--- src/rtl/demux1x2_reg.sv ---
// Registered 1-to-2 demux: steers each accepted word to one of two one-entry output registers.
// Latency: word accepted at edge k is visible (valid) right after edge k; consumable from edge k+1.
// Backpressure: in_ready follows only the selected port's room, so a stalled port never blocks the other.

module demux1x2_reg_slot #(
    parameter int WIDTH = 8,
    parameter int CNT_W = 8
) (
    input  logic             clk,
    input  logic             rst,
    input  logic             load,
    input  logic [WIDTH-1:0] load_data,
    input  logic             ready,
    output logic [WIDTH-1:0] data,
    output logic             valid,
    output logic             room,
    output logic [CNT_W-1:0] cnt
);

    typedef enum logic {
        EMPTY = 1'b0,
        FULL  = 1'b1
    } state_t;

    state_t state, state_nxt;
    logic   dlv;

    always_ff @(posedge clk or posedge rst) begin
        if (rst) begin
            state <= EMPTY;
        end else begin
            state <= state_nxt;
        end
    end

    // A delivery with a simultaneous load keeps the slot FULL with the new word.
    always_comb begin
        state_nxt = state;
        case (state)
            EMPTY: if (load) state_nxt = FULL;
            FULL:  if (dlv && !load) state_nxt = EMPTY;
            default: state_nxt = EMPTY;
        endcase
    end

    always_comb begin
        valid = (state == FULL);
        dlv   = valid & ready;
        room  = !valid | ready;
    end

    always_ff @(posedge clk or posedge rst) begin
        if (rst) begin
            data <= '0;
        end else if (load) begin
            data <= load_data;
        end
    end

    // Wraps naturally modulo 2^CNT_W.
    always_ff @(posedge clk or posedge rst) begin
        if (rst) begin
            cnt <= '0;
        end else if (dlv) begin
            cnt <= cnt + 1'b1;
        end
    end

endmodule

module demux1x2_reg #(
    parameter int WIDTH = 8,
    parameter int CNT_W = 8
) (
    input  logic             clk,
    input  logic             rst,
    input  logic [WIDTH-1:0] in_data,
    input  logic             in_sel,
    input  logic             in_valid,
    output logic             in_ready,
    output logic [WIDTH-1:0] out1_data,
    output logic             out1_valid,
    input  logic             out1_ready,
    output logic [WIDTH-1:0] out2_data,
    output logic             out2_valid,
    input  logic             out2_ready,
    output logic [CNT_W-1:0] cnt1,
    output logic [CNT_W-1:0] cnt2
);

    logic room1, room2;
    logic acc, load1, load2;

    // in_valid deliberately kept out of in_ready to avoid a valid->ready loop.
    always_comb begin
        in_ready = in_sel ? room2 : room1;
        acc      = in_valid & in_ready;
        load1    = acc & !in_sel;
        load2    = acc & in_sel;
    end

    demux1x2_reg_slot #(
        .WIDTH (WIDTH),
        .CNT_W (CNT_W)
    ) u_slot1 (
        .clk       (clk),
        .rst       (rst),
        .load      (load1),
        .load_data (in_data),
        .ready     (out1_ready),
        .data      (out1_data),
        .valid     (out1_valid),
        .room      (room1),
        .cnt       (cnt1)
    );

    demux1x2_reg_slot #(
        .WIDTH (WIDTH),
        .CNT_W (CNT_W)
    ) u_slot2 (
        .clk       (clk),
        .rst       (rst),
        .load      (load2),
        .load_data (in_data),
        .ready     (out2_ready),
        .data      (out2_data),
        .valid     (out2_valid),
        .room      (room2),
        .cnt       (cnt2)
    );

endmodule

--- config.mk ---
export PLATFORM = sky130hd
export DESIGN_NAME = demux1x2_reg
export DESIGN_NICKNAME = d
export VERILOG_FILES = /design/src/rtl/demux1x2_reg.sv
export SDC_FILE = /design/constraint.sdc
export NUM_CORES = 1
export LEC_CHECK = 0
export ABC_AREA = 1
export CAP_MARGIN = 20
export CORE_ASPECT_RATIO = 1.1
export CORE_MARGIN = 4
export CORE_UTILIZATION = 45
export DETAILED_ROUTE_END_ITERATION = 12
export GPL_TIMING_DRIVEN = 1
export PLACE_DENSITY = 0.78
export SYNTH_ARGS = -nofsm -noshare
export SYNTH_HDL_FRONTEND = slang
export SYNTH_SLANG_ARGS = --single-unit
--- constraint.sdc ---
create_clock -name clk -period 1.5 [get_ports clk]
set_input_delay 0.3 -clock clk [delete_from_list [all_inputs] [get_ports clk]]
set_output_delay 0.3 -clock clk [all_outputs]
set_load 0.05 [all_outputs]
# After elaboration in Yosys (flattened, before gate mapping)
# Index checks and enable logic that the tools add are counted.
op_classes:
  add_sub_neg: 2
  n_mux: 7
  n_bitwise: 9
  reduce_logical: 7
op_table:
  columns: ["operator", "count"]
  rows:
  - ["8-bit by 1-bit adder with 8-bit output (second input constant)", 2]
  - ["1-bit bitwise AND", 5]
  - ["1-bit logical NOT", 5]
  - ["1-bit 2-to-1 mux", 5]
  - ["1-bit one-hot mux with 2 select lines", 2]
  - ["1-bit logical AND", 2]
  - ["1-bit inverter", 2]
  - ["1-bit bitwise OR", 2]
word_totals:
  regBits: 34
  wordCells: 31
  inputBits: 14
  out_inout_bits: 35

# Logic depth before layout (Yosys ltp)
logic_depth:
  word_depth: 9
  mapped_depth: 7
  depth_no_buf: 7

# By module
# Synthesis repeated with hierarchy kept, for this count alone.
hier_totals:
  hier_cells: 173
  area_unflattened_um2: 1527.7
modules_own_cells:
  columns: ["mod", "seq_area_each_um2", "cells_per_inst", "area_per_inst_um2", "instances"]
  rows:
  - ["demux1x2_reg_slot", 425.4, 83, 748.2, 2]
  - ["demux1x2_reg", 0.0, 7, 31.3, 1]

# Least setup slack after synthesis
# Ideal clock, no wire load.
synth_path:
  path_kind: "flip-flop to output port"
  from: "register u_slot1.state, in the netlist u_slot1.valid"
  to: "output in_ready"
  t_required_ns: 1.200
  t_arrival_ns: 1.639
  path_stages_with_launch: 4
  path_slack_ns: -0.439
  n_path_buf: 0
  path_cell_list: "dfrtp_1 nand2_1 nor2_1 a31oi_1"
synth_via:
  elab_chain_cells: 3
synth_rtl:
  columns: ["element", "line_no", "source"]
  rows:
  - ["start, declared", "25", "state_t state, state_nxt;"]
  - ["start signal, assigned", "32", "state <= state_nxt;"]
  - ["1-bit logical NOT", "49", "room = !valid | ready;"]
  - ["1-bit bitwise OR", "49", null]
  - ["1-bit 2-to-1 mux", "96", "in_ready = in_sel ? room2 : room1;"]
  - ["end, declared", "80", "output logic in_ready,"]
# No other way between the ends.

# Final worst setup path
layout_path:
  from: "input out2_ready"
  to: "output in_ready"
layout_via:
  elab_chain_cells: 2
layout_rtl:
  columns: ["element", "line_no", "source"]
  rows:
  - ["start, declared", "86", "input logic out2_ready,"]
  - ["1-bit bitwise OR", "49", null]
  - ["1-bit 2-to-1 mux", "96", null]
# No other way between the ends.

==> impl_results.md <==
- Vias in the first global route: 1306
- CTS clk-pin slew, worst paths: 0.10 ns
- Die area: 4411 um^2
- Yosys top cell area share: 0.5542
- Unrepaired setup endpoints after global routing: true
- Clock buffer depth: 2
- Syn Inst Count: 154
- WL final: 3429 um
- Failing checks: negative setup slack
- Post-synthesis sequential area ratio: 0.5542
- Vias: 1243
- Slew margin rel.: 0.8275
- Synth area leader: dfrtp_1
- Placeable Area: about 3200 um^2
- Largest net degree at the start of global routing: 35
- Initial Utilization: 0.4869
- Clock Tree Root: clkbuf_4
- Switch share: 0.4055
- Nature of the critical path endpoint: primary output
- P&R area growth vs syn: 68.87%
- Final core utilization: 0.8222
- Period utilisation layout: 1.013
- IO buf count: between 40 and 50
- Global-route wire length before repair: around 6000 um
- Vias per Instance: 4.933
- CTS tree: done
- Fraction of registers with async set/reset: 1.000
- Clock network power share: 0.155
- Crit path DAT: 1.22 ns
- Comb pwr share: 0.496
- Antenna-violating nets left: 0
- Worst skew pair latency: 0.33 ns
- Setup WS pre-CTS: -0.1051 ns
- Flop pwr share: 0.349
- Post-synth EDFFs: 0
- GRT overflow: 0
- Fmax: about 660 MHz
- Max cap viols: 0
- Internal power: 2.373 mW
- Measured slew at the worst slew-check pin: 0.2588 ns
- Leak Pwr: 1.288 nW
- Chip Width: 63.69 um
- Die H: 69.26 um
- Mapped Area: between 1500 and 2000 um^2
- Gr usage total: 0.1711
- Cells along the critical path: clkdlybuf4s50_1, inv_1, a31oi_4, buf_12
- Synth warn: 0
- Setup Skew: 0.003538 ns
- # H-tree levels: 2
- Startpoint Class: input port
- Status: finished, violations left
- Placed wire-length estimate: around 2600 um
- Pwr dens: 1540 nW/um^2
- Critical path required time: 1.20 ns
- Max incr delay on CP: 0.50 ns
- Net Count, Synth: between 150 and 200
- Crit-path slowest cell: clkdlybuf4s50_1
- Peak supply drop: 0.001100 V
- Yosys reg bits: 34
- Avg Inst Size Synth: 9.969 um^2
- Ant. Diodes: 0
- Top FF cell, synth: dfrtp_1
- Synth top area cells: dfrtp_1 55%, nand2_1 11%, o21ai_2 8.6%
- Min-delay worst type: in -> async
- CTS Buf Count: 5
- Crit Path Category: in -> out
- NetSw: approximately 1.6 mW
- Setup-failing EPs final: 1
- Final hold viol count: 0
- Layout cell share with drive strength beyond 1: 0.3761
- Initial detailed-routing violation count: 34
- TNS Setup: -0.01992 ns
- CP Max Fanout: 2
- Row count: 21
- DR WL/cell: 13.61 um
- Final worst path period need: between 1.5 and 2 ns
- Clock sink total: 34
- Worst R2R Path Depth: 9
- Initial antenna violation count: 0
- Detailed-route DRC error count: 0
- Io pins: 49
- Most frequent cell after synthesis: nand2_1
- First-pass DRT Iterations: 5
- Fin. max-slew vios: 0
- Gpl congestion: roughly 0.8
- Final WS setup: -0.01992 ns
- Nets: 233
- Netlist cell types: 21
- Post-synth top cells: 45 x nand2_1, 34 x dfrtp_1, 22 x inv_1, 15 x o21ai_2, 7 x nor2_1
per-stage QoR:
stage                     cell area (um^2)  power (mW)  hold slack, ns  std cells
after floorplan                       1551       2.306          0.4415        154
after global placement                2460       3.330          0.5292        240
after detailed placement              2460       3.377          0.5370        240
after CTS                             2561       4.014          0.3092        250
after global routing                  2592       4.158          0.3178        252
final                                 2592       3.991          0.3047        252
power groups by stage:
| stage | combinational (mW) | clock, mW | sequential, mW |
|---|---|---|---|
| finish | 1.98 | 0.620 | 1.39 |
| global route | 2.06 | 0.672 | 1.42 |
| CTS | 1.98 | 0.638 | 1.39 |
| detailed placement | 1.96 | 0 | 1.42 |
| global placement | 1.93 | 0 | 1.40 |
| floorplan | 0.342 | 0 | 1.96 |
repair_timing:
action / 4_1_cts / 5_1_grt
gates resized for setup: 6 / 4
pin swaps: 2 / 1
hold buffers: 0 / 0
setup endpoints to repair: 1 / 1
buffers inserted: 2 / 2
endpoints found under the hold margin: 0 / 0
cloned: 0 / 0
cells in the final DEF (no fill, tap or decap), types with 3 or more instances in the layout:
cell type | Yosys | final
nor2_2 | 2 | 3
clkdlybuf4s50_1 | 0 | 11
o21ai_2 | 15 | 15
nand2_1 | 45 | 44
nor2_1 | 7 | 5
nand3_1 | 3 | 3
clkbuf_8 | 0 | 3
clkbuf_4 | 0 | 5
xnor2_1 | 3 | 3
xor2_1 | 6 | 6
buf_12 | 0 | 36
buf_4 | 0 | 7
dfrtp_1 | 34 | 32
inv_1 | 22 | 22
metal layers:
| layer | routed length [um] | global-route usage | vias up | part of all wire |
|---|---|---|---|---|
| li1 | - | - | 606 | - |
| met1 | 1335 | 0.1983 | 595 | 0.39 |
| met2 | 1787 | 0.2796 | 37 | 0.52 |
| met3 | 267 | 0.07618 | 5 | 0.078 |
| met4 | 39 | 0.05755 | 0 | 0.011 |
| met5 | 0 | 0 | - | 0 |
final timing paths:
check / startpoint / slack (ns) / end
max: out2_ready / -0.02 / in_ready
min: rst / 0.30 / u_slot1.cnt[0]$_DFFE_PP0N_
max in group asynchronous: rst / 1.00 / u_slot2.valid$_DFF_PP0_
min in group clk: out1_ready / 0.47 / u_slot1.cnt[1]$_DFFE_PP0N_
max reg2reg: u_slot1.valid$_DFF_PP0_ / 0.14 / u_slot1.cnt[6]$_DFFE_PP0N_
min reg2reg: u_slot1.data[5]$_DFFE_PP0P_ / 0.56 / u_slot1.data[5]$_DFFE_PP0P_
cell type report:
class                      count  area, um^2
timing repair buffer          58       923.4
sequential                    34       853.3
multi-input combinational     96       611.8
fill                         179       560.5
inverter                      22       82.58
clock buffer                   8       78.83
tap                           34       42.54
cell families (layout without fill, tap and decap cells):
family	count (synthesis)	in the layout	synth area share
multiplexers	1	1	0.007334
flip-flops	34	34	0.5542
adder cells (fa/ha/maj)	2	2	0.01630
XOR/XNOR	9	9	0.05135
AND/OR/NAND/NOR	67	67	0.2094
AO/OA/AOI/OAI	17	17	0.09291
buffers and inverters	24	88	0.06846
worst max-delay path: cells and delay by family:
family | cells | cell delay [ns]
compound gates | 1 | 0.17
buf+inv | 3 | 0.75
sequential cells by signal (all words and copies together), names as in the netlist:
register,flops
u_slot1.cnt,8
u_slot1.data,8
u_slot2.cnt,8
u_slot2.data,8
u_slot1.valid,1
u_slot2.valid,1
No activity file was read; power rests on OpenSTA's default activity.
